## config.mk

```make
export PLATFORM = sky130hd
export DESIGN_NAME = int_ascii_tx
export DESIGN_NICKNAME = d
export VERILOG_FILES = /design/src/rtl/rpn_pkg.sv /design/src/rtl/digit_lifo.sv /design/src/rtl/int_ascii_tx.sv
export SDC_FILE = /design/constraint.sdc
export NUM_CORES = 1
export LEC_CHECK = 0
export CAP_MARGIN = 10
export CORE_MARGIN = 2
export CORE_UTILIZATION = 35
export CTS_BUF_LIST = sky130_fd_sc_hd__clkbuf_8
export DETAILED_ROUTE_END_ITERATION = 6
export GPL_ROUTABILITY_DRIVEN = 0
export PLACE_DENSITY = 0.64
export SLEW_MARGIN = 20
export SYNTH_ARGS = -nofsm -noshare
export SYNTH_HDL_FRONTEND = slang
export SYNTH_SLANG_ARGS = --single-unit
```

## constraint.sdc

```tcl
create_clock -name clk -period 15.35 [get_ports clk]
set_clock_uncertainty 0.05 [all_clocks]
set_input_delay 3.07 -clock clk [delete_from_list [all_inputs] [get_ports clk]]
set_output_delay 3.07 -clock clk [all_outputs]
set_load 0.02 [all_outputs]
```

## src/rtl/rpn_pkg.sv

```systemverilog
// Shared definitions for the RPN calculator character stream:
// ASCII token constants, the integer-to-ASCII transmitter state encoding,
// and small helpers used by the encoder.
package rpn_pkg;

    // ASCII characters understood by the alu input port
    localparam logic [7:0] NUM_0         = 8'h30;
    localparam logic [7:0] MINUS_SGN     = 8'h2d;
    localparam logic [7:0] PLUS_SGN      = 8'h2b;
    localparam logic [7:0] MUL_SGN       = 8'h2a;
    localparam logic [7:0] DIV_SGN       = 8'h2f;
    localparam logic [7:0] EQU_SGN       = 8'h3d;
    localparam logic [7:0] BRACKET_OPEN  = 8'h28;
    localparam logic [7:0] BRACKET_CLOSE = 8'h29;

    // Transmitter states; TERM is only reachable when the terminator is built in
    typedef enum logic [2:0] {
        IDLE  = 3'd0,
        CONV  = 3'd1,
        SIGN  = 3'd2,
        DIGIT = 3'd3,
        TERM  = 3'd4
    } tx_state_t;

    // Number of decimal digits needed to print 2^(w-1), the largest magnitude
    // a w-bit two's-complement value can have.
    function automatic int dec_digits(input int w);
        longint unsigned v;
        int n;
        v = 64'd1 << (w - 1);
        n = 1;
        v = v / 64'd10;
        while (v != 64'd0) begin
            n = n + 1;
            v = v / 64'd10;
        end
        return n;
    endfunction

    // ASCII code of a single decimal digit
    function automatic logic [7:0] digit_char(input logic [3:0] d);
        return NUM_0 + {4'b0000, d};
    endfunction

endpackage

```

## src/rtl/digit_lifo.sv

```systemverilog
// Small last-in first-out store of 4-bit decimal digits.
// Besides the top entry it exposes the entry directly below the top, so the
// owner can register the following character on the same edge it pops.
module digit_lifo #(
    parameter int DIGITS = 5
) (
    input  logic       clk,
    input  logic       rst_n,
    input  logic       push,
    input  logic [3:0] push_data,
    input  logic       pop,
    output logic       empty,
    output logic       last,
    output logic [3:0] top,
    output logic [3:0] next
);

    localparam int CW = $clog2(DIGITS + 1);

    logic [CW-1:0] count_r;
    logic [3:0]    mem_r [DIGITS];

    // Stack storage and fill level; push wins over pop, both are guarded
    always_ff @(posedge clk or negedge rst_n) begin
        if (!rst_n) begin
            count_r <= CW'(0);
            for (int i = 0; i < DIGITS; i++) begin
                mem_r[i] <= 4'd0;
            end
        end else begin
            if (push && (count_r != CW'(DIGITS))) begin
                for (int i = 0; i < DIGITS; i++) begin
                    if (CW'(i) == count_r) begin
                        mem_r[i] <= push_data;
                    end
                end
                count_r <= count_r + CW'(1);
            end else if (pop && (count_r != CW'(0))) begin
                count_r <= count_r - CW'(1);
            end else begin
                count_r <= count_r;
            end
        end
    end

    // Status flags and read-out of the two topmost entries
    always_comb begin
        empty = (count_r == CW'(0));
        last  = (count_r == CW'(1));
        top   = 4'd0;
        next  = 4'd0;
        for (int i = 0; i < DIGITS; i++) begin
            if (CW'(i + 1) == count_r) begin
                top = mem_r[i];
            end else begin
                top = top;
            end
            if (CW'(i + 2) == count_r) begin
                next = mem_r[i];
            end else begin
                next = next;
            end
        end
    end

endmodule

```

## src/rtl/int_ascii_tx.sv

```systemverilog
// Signed integer to decimal ASCII encoder for the RPN calculator stream.
// One word is accepted on the in_stb/in_ack port, converted digit by digit
// (least significant first into a LIFO) and then sent most significant digit
// first on the out_stb/out_ack character port, preceded by '-' if negative.
// Build option INT_ASCII_TX_TERM_EN appends '=' after the last digit so each
// value forms a complete "number =" token for the alu.
module int_ascii_tx
    import rpn_pkg::*;
#(
    parameter int WIDTH  = 16,
    parameter int DIGITS = 5
) (
    input  logic             clk,
    input  logic             reset,
    input  logic             in_stb,
    input  logic [WIDTH-1:0] in_data,
    output logic             in_ack,
    output logic             out_stb,
    output logic [0:7]       out_char,
    input  logic             out_ack
);

    // The digit buffer must hold every digit of the most negative value
    if (DIGITS < dec_digits(WIDTH)) begin : g_digits_check
        $error("int_ascii_tx: DIGITS too small for WIDTH");
    end

    localparam logic [WIDTH:0] TEN = (WIDTH + 1)'(10);

    tx_state_t      state_r;
    logic           sign_r;
    logic [WIDTH:0] mag_r;
    logic           out_stb_r;
    logic [7:0]     out_char_r;

    logic [WIDTH:0] ext_s;
    logic [WIDTH:0] abs_s;
    logic [WIDTH:0] quot_s;
    logic [3:0]     digit_s;
    logic           push_s;
    logic           pop_s;
    logic           lifo_empty_s;
    logic           lifo_last_s;
    logic [3:0]     lifo_top_s;
    logic [3:0]     lifo_next_s;

    // Magnitude in one extra bit so the most negative input stays exact,
    // plus one decimal division step of the working magnitude
    always_comb begin
        ext_s = {in_data[WIDTH-1], in_data};
        if (in_data[WIDTH-1]) begin
            abs_s = (~ext_s) + {{WIDTH{1'b0}}, 1'b1};
        end else begin
            abs_s = ext_s;
        end
        quot_s  = mag_r / TEN;
        digit_s = 4'(mag_r - (quot_s * TEN));
    end

    // Buffer control: one push per conversion cycle, pop on each digit transfer
    always_comb begin
        push_s = (state_r == CONV);
        pop_s  = (state_r == DIGIT) && out_stb_r && out_ack;
    end

    digit_lifo #(
        .DIGITS (DIGITS)
    ) u_lifo (
        .clk       (clk),
        .rst_n     (reset),
        .push      (push_s),
        .push_data (digit_s),
        .pop       (pop_s),
        .empty     (lifo_empty_s),
        .last      (lifo_last_s),
        .top       (lifo_top_s),
        .next      (lifo_next_s)
    );

    // Sequencer: accept, convert, then emit sign, digits and optional terminator
    always_ff @(posedge clk or negedge reset) begin
        if (!reset) begin
            state_r    <= IDLE;
            sign_r     <= 1'b0;
            mag_r      <= '0;
            out_stb_r  <= 1'b0;
            out_char_r <= 8'h00;
        end else begin
            case (state_r)
                IDLE: begin
                    // in_ack is high here, so in_stb alone is a transfer
                    if (in_stb) begin
                        sign_r  <= in_data[WIDTH-1];
                        mag_r   <= abs_s;
                        state_r <= CONV;
                    end else begin
                        state_r <= IDLE;
                    end
                end
                CONV: begin
                    mag_r <= quot_s;
                    // The digit pushed on this edge becomes the top entry
                    if (quot_s == '0) begin
                        out_stb_r <= 1'b1;
                        if (sign_r) begin
                            out_char_r <= MINUS_SGN;
                            state_r    <= SIGN;
                        end else begin
                            out_char_r <= digit_char(digit_s);
                            state_r    <= DIGIT;
                        end
                    end else begin
                        state_r <= CONV;
                    end
                end
                SIGN: begin
                    if (out_ack) begin
                        out_char_r <= digit_char(lifo_top_s);
                        state_r    <= DIGIT;
                    end else begin
                        state_r <= SIGN;
                    end
                end
                DIGIT: begin
                    if (out_ack) begin
                        if (lifo_last_s || lifo_empty_s) begin
`ifdef INT_ASCII_TX_TERM_EN
                            out_char_r <= EQU_SGN;
                            state_r    <= TERM;
`else
                            out_stb_r  <= 1'b0;
                            state_r    <= IDLE;
`endif
                        end else begin
                            out_char_r <= digit_char(lifo_next_s);
                            state_r    <= DIGIT;
                        end
                    end else begin
                        state_r <= DIGIT;
                    end
                end
`ifdef INT_ASCII_TX_TERM_EN
                TERM: begin
                    if (out_ack) begin
                        out_stb_r <= 1'b0;
                        state_r   <= IDLE;
                    end else begin
                        state_r <= TERM;
                    end
                end
`endif
                default: begin
                    out_stb_r <= 1'b0;
                    state_r   <= IDLE;
                end
            endcase
        end
    end

    // Output port drive; in_ack reflects the idle state directly
    always_comb begin
        in_ack   = (state_r == IDLE);
        out_stb  = out_stb_r;
        out_char = out_char_r;
    end

endmodule

```

==> results.rst, run 1 <==
.. list-table::
   :header-rows: 1

   * - Metric
     - Value
   * - Total Routed Length
     - 13.6 mm
   * - Actual transition at the worst max-transition pin
     - 907 ps
   * - Count of mapped cells out of synthesis
     - 623
   * - Via Count
     - 4920
   * - Total setup violations reported at the end of the flow
     - 0
   * - Layout cells sized above 1
     - 9.84%
   * - Count leader, synth
     - nand2_1
   * - Number of cells upsized or downsized after cts
     - 0
   * - Post-route clock period utilization
     - 48.7%
   * - Maximum single-stage delay on the critical path
     - 800 ps
   * - Main synth FF type
     - dfrtp_1
   * - First-pass GRT wire length
     - 22.8 mm
   * - Number of max-cap violations
     - 0
   * - Distinct cell type count after synthesis
     - 102
   * - Global Route Usage Sum
     - 18.0%
   * - 1st-iter DRT viols
     - 539
   * - Effective utilization at floorplan
     - 36.1%
   * - Worst min-delay path category
     - reg2reg
   * - Biggest fanout along the worst timing path
     - 25
   * - CTS max path bufs
     - 2
   * - Antenna Violating Nets Remaining
     - 0
   * - Hold Path Stages
     - 1
   * - Post-CTS repair timing setup buffer count
     - 0
   * - CTS tree
     - yes
   * - Type of the setup path with the least slack
     - reg2reg
   * - Number of enable-type register cells in the synthesized netlist
     - 0
   * - Required time worst endpoint
     - 15500 ps
   * - Total negative setup slack
     - 0 ps
   * - Number of top-level pins
     - 30
   * - Root Driver
     - clkbuf_8
   * - Cells on worst reg2reg path
     - 25
   * - Total number of yosys warnings
     - 0
   * - Yosys top cell area share
     - 24.8%
   * - Result of the run
     - finished, final reports clean
   * - Sequential share of the synthesized area
     - 24.8%
   * - Number of fill cells in the layout
     - 1418
   * - Async set or reset register ratio after synthesis
     - 100%
   * - Layout-stage area growth over the synthesis result
     - 6.41%
   * - Congestion Overflow GR
     - 0
   * - Die width
     - 124 um
   * - Antenna cells
     - 0
   * - Critical Path Slowest Stage Cell
     - dfrtp_1
   * - DRC
     - 0
   * - Relative slew margins
     - 39.4%
   * - Antenna violations before repair
     - 0
   * - Clock Latency Late Sink
     - 310 ps
   * - WL/cell
     - 17.2 um
   * - Number of storage elements in the synthesis netlist
     - 50
   * - Vert. Die Dim
     - 124 um
   * - Cell type with the highest aggregate area in the netlist
     - dfrtp_1
   * - First drt pass iteration count
     - 6
   * - Placed wire-length estimate after detailed placement
     - 9.91 mm
   * - Core Area
     - 0.0140 mm^2
   * - Cells taking the most area after synthesis
     - dfrtp_1 (25%), nand2_1 (4.7%), o21ai_0 (4.2%), a21oi_1 (3.3%), nor2_1 (3.3%)
   * - H-Tree Level Count
     - 2
   * - Startpoint type of the worst setup path
     - flop
   * - Pin count of the biggest net entering global routing
     - 51
   * - Die area
     - 0.0154 mm^2
   * - Fin. max-slew vios
     - 0
   * - Number of buffers inserted during clock tree synthesis
     - 5
   * - F_max
     - 134 MHz
   * - Final hold violation count
     - 0
   * - Number of I/O port buffers
     - 27
   * - Placement Rows
     - 43
   * - Total clock sinks
     - 50
   * - Post-layout net count
     - 639
   * - Via count of the first global-routing pass
     - 4622
   * - Kind of end point of the critical path
     - flop
   * - Cell area after synthesis
     - 0.00505 mm^2
   * - Per-cell via count in the routed design
     - 6.23
   * - Commonest cells in the synthesized netlist
     - nand2_1 (63), dfrtp_1 (50), nor2_1 (44)
   * - Minimum clock period after layout
     - 7480 ps
   * - Unrepaired setup endpoints after global routing
     - false
   * - Arrival @ worst endpoint
     - 7630 ps
   * - Mean post-synth cell area
     - 8.11 um^2
   * - Post-CTS Hold Fix Bufs
     - 0
   * - Clock-pin slew on the worst setup and hold paths
     - 100 ps
[placed cells by master (no fill, tap or decap), types with 9 or more instances in the layout]
| cell | synthesis | layout |
|---|---|---|
| a21oi_1 | 33 | 33 |
| a22oi_1 | 16 | 16 |
| clkdlybuf4s50_1 | 0 | 26 |
| dfrtp_1 | 50 | 50 |
| ha_1 | 9 | 9 |
| inv_1 | 20 | 20 |
| mux2_2 | 12 | 12 |
| nand2_1 | 63 | 63 |
| nand3_1 | 14 | 14 |
| nor2_1 | 44 | 44 |
| nor3_1 | 22 | 22 |
| o211ai_1 | 12 | 12 |
| o21ai_0 | 42 | 42 |
| o22ai_1 | 18 | 18 |
| o31ai_1 | 10 | 10 |
| or3_1 | 12 | 12 |
| xnor2_1 | 13 | 13 |
[kinds of logic (layout without fill, tap and decap cells)]
logic type | after synthesis | in the layout | share of synthesized area [%]
fa+ha+maj | 12 | 12 | 3.04
simple gates | 225 | 225 | 23.7
mux | 22 | 22 | 5.15
flops | 50 | 50 | 24.8
xor+xnor | 16 | 16 | 2.77
buf+inv | 74 | 60 | 7.20
other cells | 1 | 2 | 0.0742
compound gates | 223 | 223 | 33.3
[flip-flops by register name, indices dropped and copies added, names as in the netlist]
register,count
u_lifo.mem_r,20
mag_r,17
out_char,6
u_lifo.count_r,3
state_r,2
out_stb,1
sign_r,1
[worst max-delay path, delay by kind of cell (launching register included)]
family / cells / cell delay [ps]
buffers and inverters: 1 / 50
adders and majority gates: 3 / 830
muxes: 2 / 440
DFF: 1 / 800
and+or+nand+nor: 7 / 1680
AOI/OAI and AO/OA: 12 / 3520
[metal layers]
metal | wire length (um) | GRT usage [%] | up-vias
li1 | - | - | 2341
met1 | 6020 | 24.2 | 2360
met2 | 6670 | 31.0 | 199
met3 | 732 | 2.15 | 20
met4 | 189 | 4.21 | 0
met5 | 0 | 0 | -
[per-stage QoR]
step	hold WS, ps	cell area [um^2]	worst slack [ps]	util (%)	instances
2_1_floorplan	423	5060	9270	-	624
3_3_place_gp	402	5290	8340	37.8	782
3_5_place_dp	405	5290	7960	37.8	782
4_1_cts	432	5380	7930	38.5	790
5_1_grt	455	5380	7250	38.5	790
6_report	435	5380	7870	38.5	790
[cell type report]
| type | count | area [um^2] | share of cell area, % |
|---|---|---|---|
| clock inverter | 3 | 23.8 | 0.442 |
| tap | 180 | 225 | 4.19 |
| clock buffer | 5 | 68.8 | 1.28 |
| sequential | 50 | 1250 | 23.3 |
| timing repair buffer | 29 | 280 | 5.21 |
| multi-input combinational | 500 | 3440 | 64.0 |
| inverter | 23 | 86.3 | 1.61 |
[final timing paths]
| kind | startpoint | endpoint | slack (ps) |
|---|---|---|---|
| max | mag_r[15]$_DFFE_PN0P_ | out_char[4]$_DFFE_PN0P_ | 7870 |
| min | out_char[2]$_DFFE_PN0P_ | out_char[2]$_DFFE_PN0P_ | 440 |
| max reg2reg | mag_r[15]$_DFFE_PN0P_ | out_char[4]$_DFFE_PN0P_ | 7870 |
| min reg2reg | out_char[2]$_DFFE_PN0P_ | out_char[2]$_DFFE_PN0P_ | 440 |
| max in group asynchronous | reset | mag_r[14]$_DFFE_PN0P_ | 12020 |
| min in group asynchronous | reset | u_lifo.mem_r[19]$_DFFE_PN0P_ | 2810 |
Power of run 1 is not shown: default switching activity piles up to over one toggle a cycle in this logic, so the estimate is an artifact.
==> run 2, diff against run 1 <==
PLACE_DENSITY = 0.65   (was 0.64)
clock period = 6.6 ns   (was 15.35 ns; I/O delays follow)
==> run 2 against run 1 <==
Cell area is 9.1% higher. Maximum frequency is 16% higher. Setup slack worse by 7700 ps. Largest cell class unchanged.
==> results.rst, run 2 (synthesis gave the netlist of run 1 again) <==
.. list-table::
   :header-rows: 1

   * - Metric
     - Value
   * - 1st-iter DRT viols
     - 614
   * - Finished Cell Area
     - 0.00587 mm^2
   * - Post-CTS Hold Fix Bufs
     - 0
   * - Type of the setup path with the least slack
     - reg2reg
   * - Antenna Violating Nets Remaining
     - 0
   * - Biggest fanout along the worst timing path
     - 6
   * - CTS tree
     - yes
   * - Number of fill cells in the layout
     - 1399
   * - Placed wire-length estimate after detailed placement
     - 10.6 mm
   * - Actual transition at the worst max-transition pin
     - 846 ps
   * - Max FFs per register
     - 20
   * - Vert. Die Dim
     - 124 um
   * - Final hold violation count
     - 0
   * - Fin. max-slew vios
     - 0
   * - Congestion Overflow GR
     - 0
   * - First-pass GRT wire length
     - 23.2 mm
   * - CTS max path bufs
     - 2
   * - Placement Rows
     - 43
   * - Total clock sinks
     - 50
   * - Post-route clock period utilization
     - 97.8%
   * - Per-cell via count in the routed design
     - 6.26
   * - Number of top-level pins
     - 30
   * - Total negative setup slack
     - 0 ps
   * - Layout cells sized above 1
     - 20.2%
   * - Unrepaired setup endpoints after global routing
     - true
   * - Maximum single-stage delay on the critical path
     - 520 ps
   * - Total Routed Length
     - 14.8 mm
   * - Count of placed standard cells in the final layout, fillers left out
     - 834
   * - Core Area
     - 0.0140 mm^2
   * - Number of buffers inserted during clock tree synthesis
     - 5
   * - Antenna cells
     - 0
   * - Number of I/O port buffers
     - 27
   * - Global Route Usage Sum
     - 18.6%
   * - H-Tree Level Count
     - 2
   * - Result of the run
     - finished, final reports clean
   * - Die area
     - 0.0154 mm^2
   * - Leading cell types in the layout, fill and taps excluded
     - nand2_1 (61), buf_4 (44), dfrtp_1 (44), nor2_1 (39), o21ai_0 (39)
   * - Clock-pin slew on the worst setup and hold paths
     - 100 ps
   * - Cell area after placement
     - 0.00549 mm^2
   * - Clock Latency Late Sink
     - 310 ps
   * - WL/cell
     - 17.7 um
   * - Relative slew margins
     - 43.2%
   * - Layout-stage area growth over the synthesis result
     - 16.1%
   * - First drt pass iteration count
     - 6
   * - Kind of end point of the critical path
     - flop
   * - Worst min-delay path category
     - reg2reg
   * - Via count of the first global-routing pass
     - 4721
   * - Antenna violations before repair
     - 0
   * - Total setup violations reported at the end of the flow
     - 0
   * - Critical Path Slowest Stage Cell
     - o41a_1
   * - Most flop-heavy register
     - u_lifo.mem_r
   * - Root Driver
     - clkbuf_8
   * - Pin count of the biggest net entering global routing
     - 51
   * - Post-layout net count
     - 683
   * - Most frequent standard cell in the layout excluding fill and tap cells
     - nand2_1
   * - DRC
     - 0
   * - Startpoint type of the worst setup path
     - flop
   * - Minimum clock period after layout
     - 6450 ps
   * - Post-placement cell count
     - 809
   * - Die width
     - 124 um
   * - Via Count
     - 5217
   * - F_max
     - 155 MHz
   * - Effective utilization at floorplan
     - 36.1%
   * - Arrival @ worst endpoint
     - 6610 ps
   * - Number of max-cap violations
     - 0
   * - Required time worst endpoint
     - 6760 ps
-- run 2: cell types whose count changed in the layout (fill, tap and decap cells not counted), moves of 3 or more --
cell,delta
o21ai_1,+3
o21ai_0,-3
nor2_1,-5
dfrtp_1,-6
nor2_2,+5
dfrtp_2,+6
buf_4,+42
-- run 2: worst max-delay path: cells and delay by family (launching register included) --
kind                       cells  cell delay, ps
and+or+nand+nor                8            1490
muxes                          2             450
AOI/OAI and AO/OA             10            2620
adders and majority gates      4            1080
DFF                            1             460
buffers and inverters          2             180
-- run 2: final timing paths --
path | from | to | slack [ps] | depth (start not counted)
hold / removal | out_char[2]$_DFFE_PN0P_ | out_char[2]$_DFFE_PN0P_ | 440 | 1
hold reg to reg | out_char[2]$_DFFE_PN0P_ | out_char[2]$_DFFE_PN0P_ | 440 | 1
setup reg to reg | mag_r[14]$_DFFE_PN0P_ | out_char[4]$_DFFE_PN0P_ | 150 | 26
setup / recovery | mag_r[14]$_DFFE_PN0P_ | out_char[4]$_DFFE_PN0P_ | 150 | 26
max in group asynchronous | reset | mag_r[13]$_DFFE_PN0P_ | 5060 | 1
min in group asynchronous | reset | u_lifo.mem_r[1]$_DFFE_PN0P_ | 970 | 1
-- run 2: stage by stage --
step                      util, %  setup WS, ps  hold WS [ps]
after global routing         42.0         -95.3           459
after detailed placement     39.3         -22.4           414
after global placement       39.2           176           405
final                        42.0           148           443
after floorplan                 -           517           423
after CTS                    40.2          13.1           442
-- run 2: cell type report --
type | count | area [um^2] | share of cell area [%]
Multi-Input combinational cell | 500 | 3550 | 60.5
Inverter | 23 | 86.3 | 1.47
Tap cell | 180 | 225 | 3.84
Clock buffer | 6 | 82.6 | 1.41
Sequential cell | 50 | 1260 | 21.4
Timing Repair Buffer | 73 | 629 | 10.7
Clock inverter | 2 | 38.8 | 0.661
-- run 2: repair_timing --
action / CTS / global route
gates resized for setup: 2 / 40
buffers inserted: 0 / 17
setup endpoints to repair: 1 / 12
pin swaps: 0 / 19
-- run 2: metal layers --
metal,global-route usage [%],vias to the layer above,wire [um]
met5,0,-,0
met4,5.41,0,344
met3,1.83,38,853
met2,31.9,225,7310
met1,24.7,2516,6270
li1,-,2438,-
Power of run 2 is left out for the same reason.
==> run 3, diff against run 2 <==
CTS_BUF_LIST = sky130_fd_sc_hd__clkbuf_8 sky130_fd_sc_hd__clkbuf_16   (was sky130_fd_sc_hd__clkbuf_8)
==> run 3 against run 2 <==
Clock-buffer cell count did not move. Highest routed layer unchanged. Maximum frequency rose by 1.5%. Flip-flop and latch count did not move. Sequential share of layout area fell by 0.29 points. Via count fell by 0.31%.
==> results.rst, run 3 (synthesis gave the netlist of run 1 again) <==
.. list-table::
   :header-rows: 1

   * - Metric
     - Value
   * - Result of the run
     - finished, final reports clean
   * - Total clock sinks
     - 50
   * - Multi-input gate area in the final layout
     - 0.00361 mm^2
   * - Effective utilization at floorplan
     - 36.1%
   * - Die width
     - 124 um
   * - Startpoint type of the worst setup path
     - flop
   * - Number of buffers inserted during clock tree synthesis
     - 5
   * - Hold Path Stages
     - 1
   * - Setup slack at placement
     - -22.4 ps
   * - Total Routed Length
     - 14.8 mm
   * - Final hold violation count
     - 0
   * - First drt pass iteration count
     - 5
   * - Global Route Usage Sum
     - 18.6%
   * - Per-cell via count in the routed design
     - 6.26
   * - Required time worst endpoint
     - 6730 ps
   * - Arrival @ worst endpoint
     - 6490 ps
   * - Most flop-heavy register
     - u_lifo.mem_r
   * - Register area
     - 0.00126 mm^2
   * - Clock-pin slew on the worst setup and hold paths
     - 70 ps
   * - Antenna Violating Nets Remaining
     - 0
   * - F_max
     - 157 MHz
   * - Post-layout net count
     - 680
   * - Layout cells sized above 1
     - 19.8%
   * - Stages on worst setup path
     - 26
   * - Cell family with the largest share of critical-path delay
     - compound AO/OA/AOI/OAI gates
   * - Core Area
     - 0.0140 mm^2
   * - Actual transition at the worst max-transition pin
     - 822 ps
   * - WL/cell
     - 17.8 um
   * - Total negative setup slack
     - 0 ps
   * - Worst Slack Setup Final
     - 247 ps
   * - Post-route clock period utilization
     - 96.3%
   * - Layout-stage area growth over the synthesis result
     - 17.7%
   * - Cell area after placement
     - 0.00549 mm^2
   * - First-pass GRT wire length
     - 23.2 mm
   * - Type of the setup path with the least slack
     - reg2reg
   * - Share of the core filled with cells
     - 42.5%
   * - Number of top-level pins
     - 30
   * - Maximum single-stage delay on the critical path
     - 520 ps
   * - Minimum clock period after layout
     - 6350 ps
   * - Vert. Die Dim
     - 124 um
   * - Number of fill cells in the layout
     - 1381
   * - Clock Latency Late Sink
     - 290 ps
   * - Root Driver
     - clkbuf_16
   * - Die area
     - 0.0154 mm^2
   * - CTS tree
     - yes
   * - Placement Rows
     - 43
   * - H-Tree Level Count
     - 2
   * - Relative slew margins
     - 44.8%
   * - Via count of the first global-routing pass
     - 4744
   * - Fin. max-slew vios
     - 0
   * - 1st-iter DRT viols
     - 681
   * - Cells on worst reg2reg path
     - 26
   * - Antenna cells
     - 0
   * - Max FFs per register
     - 20
   * - Antenna violations before repair
     - 0
   * - DRC
     - 0
   * - Most frequent standard cell in the layout excluding fill and tap cells
     - nand2_1
   * - Critical Path Slowest Stage Cell
     - o41a_1
   * - Kind of end point of the critical path
     - flop
   * - Congestion Overflow GR
     - 0
   * - Placed wire-length estimate after detailed placement
     - 10.6 mm
   * - Pin count of the biggest net entering global routing
     - 51
   * - CTS max path bufs
     - 2
   * - Via Count
     - 5201
   * - Number of max-cap violations
     - 0
   * - Biggest fanout along the worst timing path
     - 8
   * - Worst min-delay path category
     - reg2reg
   * - Total setup violations reported at the end of the flow
     - 0
   * - Post-CTS Hold Fix Bufs
     - 0
   * - Combined buffer and inverter count along the critical path
     - 2
   * - Number of I/O port buffers
     - 27
   * - Finished Cell Area
     - 0.00595 mm^2
   * - Leading cell types in the layout, fill and taps excluded
     - nand2_1 (61), dfrtp_1 (44), buf_4 (42), nor2_1 (41), o21ai_0 (39)
[run 3: metal layers]
| metal | track usage [%] | routed length [um] |
|---|---|---|
| met3 | 1.69 | 844 |
| met2 | 31.7 | 7370 |
| met4 | 6.18 | 282 |
| met5 | 0 | 0 |
| met1 | 24.7 | 6270 |
[run 3: timing repair]
| action | 4_1_cts | 5_1_grt |
|---|---|---|
| pin swaps | 0 | 19 |
| cloned | 0 | 0 |
| gates resized for setup | 2 | 46 |
| setup endpoints to repair | 1 | 12 |
| buffers inserted | 0 | 14 |
| endpoints found under the hold margin | 0 | 0 |
[run 3: path summary, 6_finish.rpt]
path	start	end	slack [ps]
worst max-delay path	mag_r[15]$_DFFE_PN0P_	out_char[4]$_DFFE_PN0P_	250
worst min-delay path	out_char[2]$_DFFE_PN0P_	out_char[2]$_DFFE_PN0P_	440
worst max register to register	mag_r[15]$_DFFE_PN0P_	out_char[4]$_DFFE_PN0P_	250
worst min register to register	out_char[2]$_DFFE_PN0P_	out_char[2]$_DFFE_PN0P_	440
max in group asynchronous	reset	mag_r[14]$_DFFE_PN0P_	5040
min in group asynchronous	reset	out_char[3]$_DFFE_PN0P_	990
[run 3: final cells by class]
type / count / share of cell area [%]
clock inverters: 2 / 0.652
clock buffers: 6 / 2.33
inverters: 23 / 1.45
well taps: 180 / 3.78
multi-input cells: 500 / 60.7
repair buffers: 70 / 9.95
flip-flops and latches: 50 / 21.2
[run 3: worst reg2reg max path: stages, from the launching register on]
cell and delay, ps:
dfrtp_2 440, buf_6 140, and2_1 160, a21oi_2 60, o41a_1 520, nor4_2 360
a31oi_1 100, o221a_2 370, or2_4 270, o32a_1 340, and2_4 180, maj3_2 300
a222oi_1 420, a22oi_1 190, o21a_1 150, nor2_2 100, ha_1 240, nor2b_1 140
mux2i_1 180, o21ai_1 90, nor2_1 130, ha_1 150, inv_1 50, fa_2 350
o31a_1 130, o41a_1 360, mux2_4 270
[run 3: through the flow]
stage               instances  hold WS [ps]
floorplan                 624           423
global placement          809           405
detailed placement        809           414
CTS                       817           435
global route              831           449
finish                    831           436
Power of run 3 is left out for the same reason.
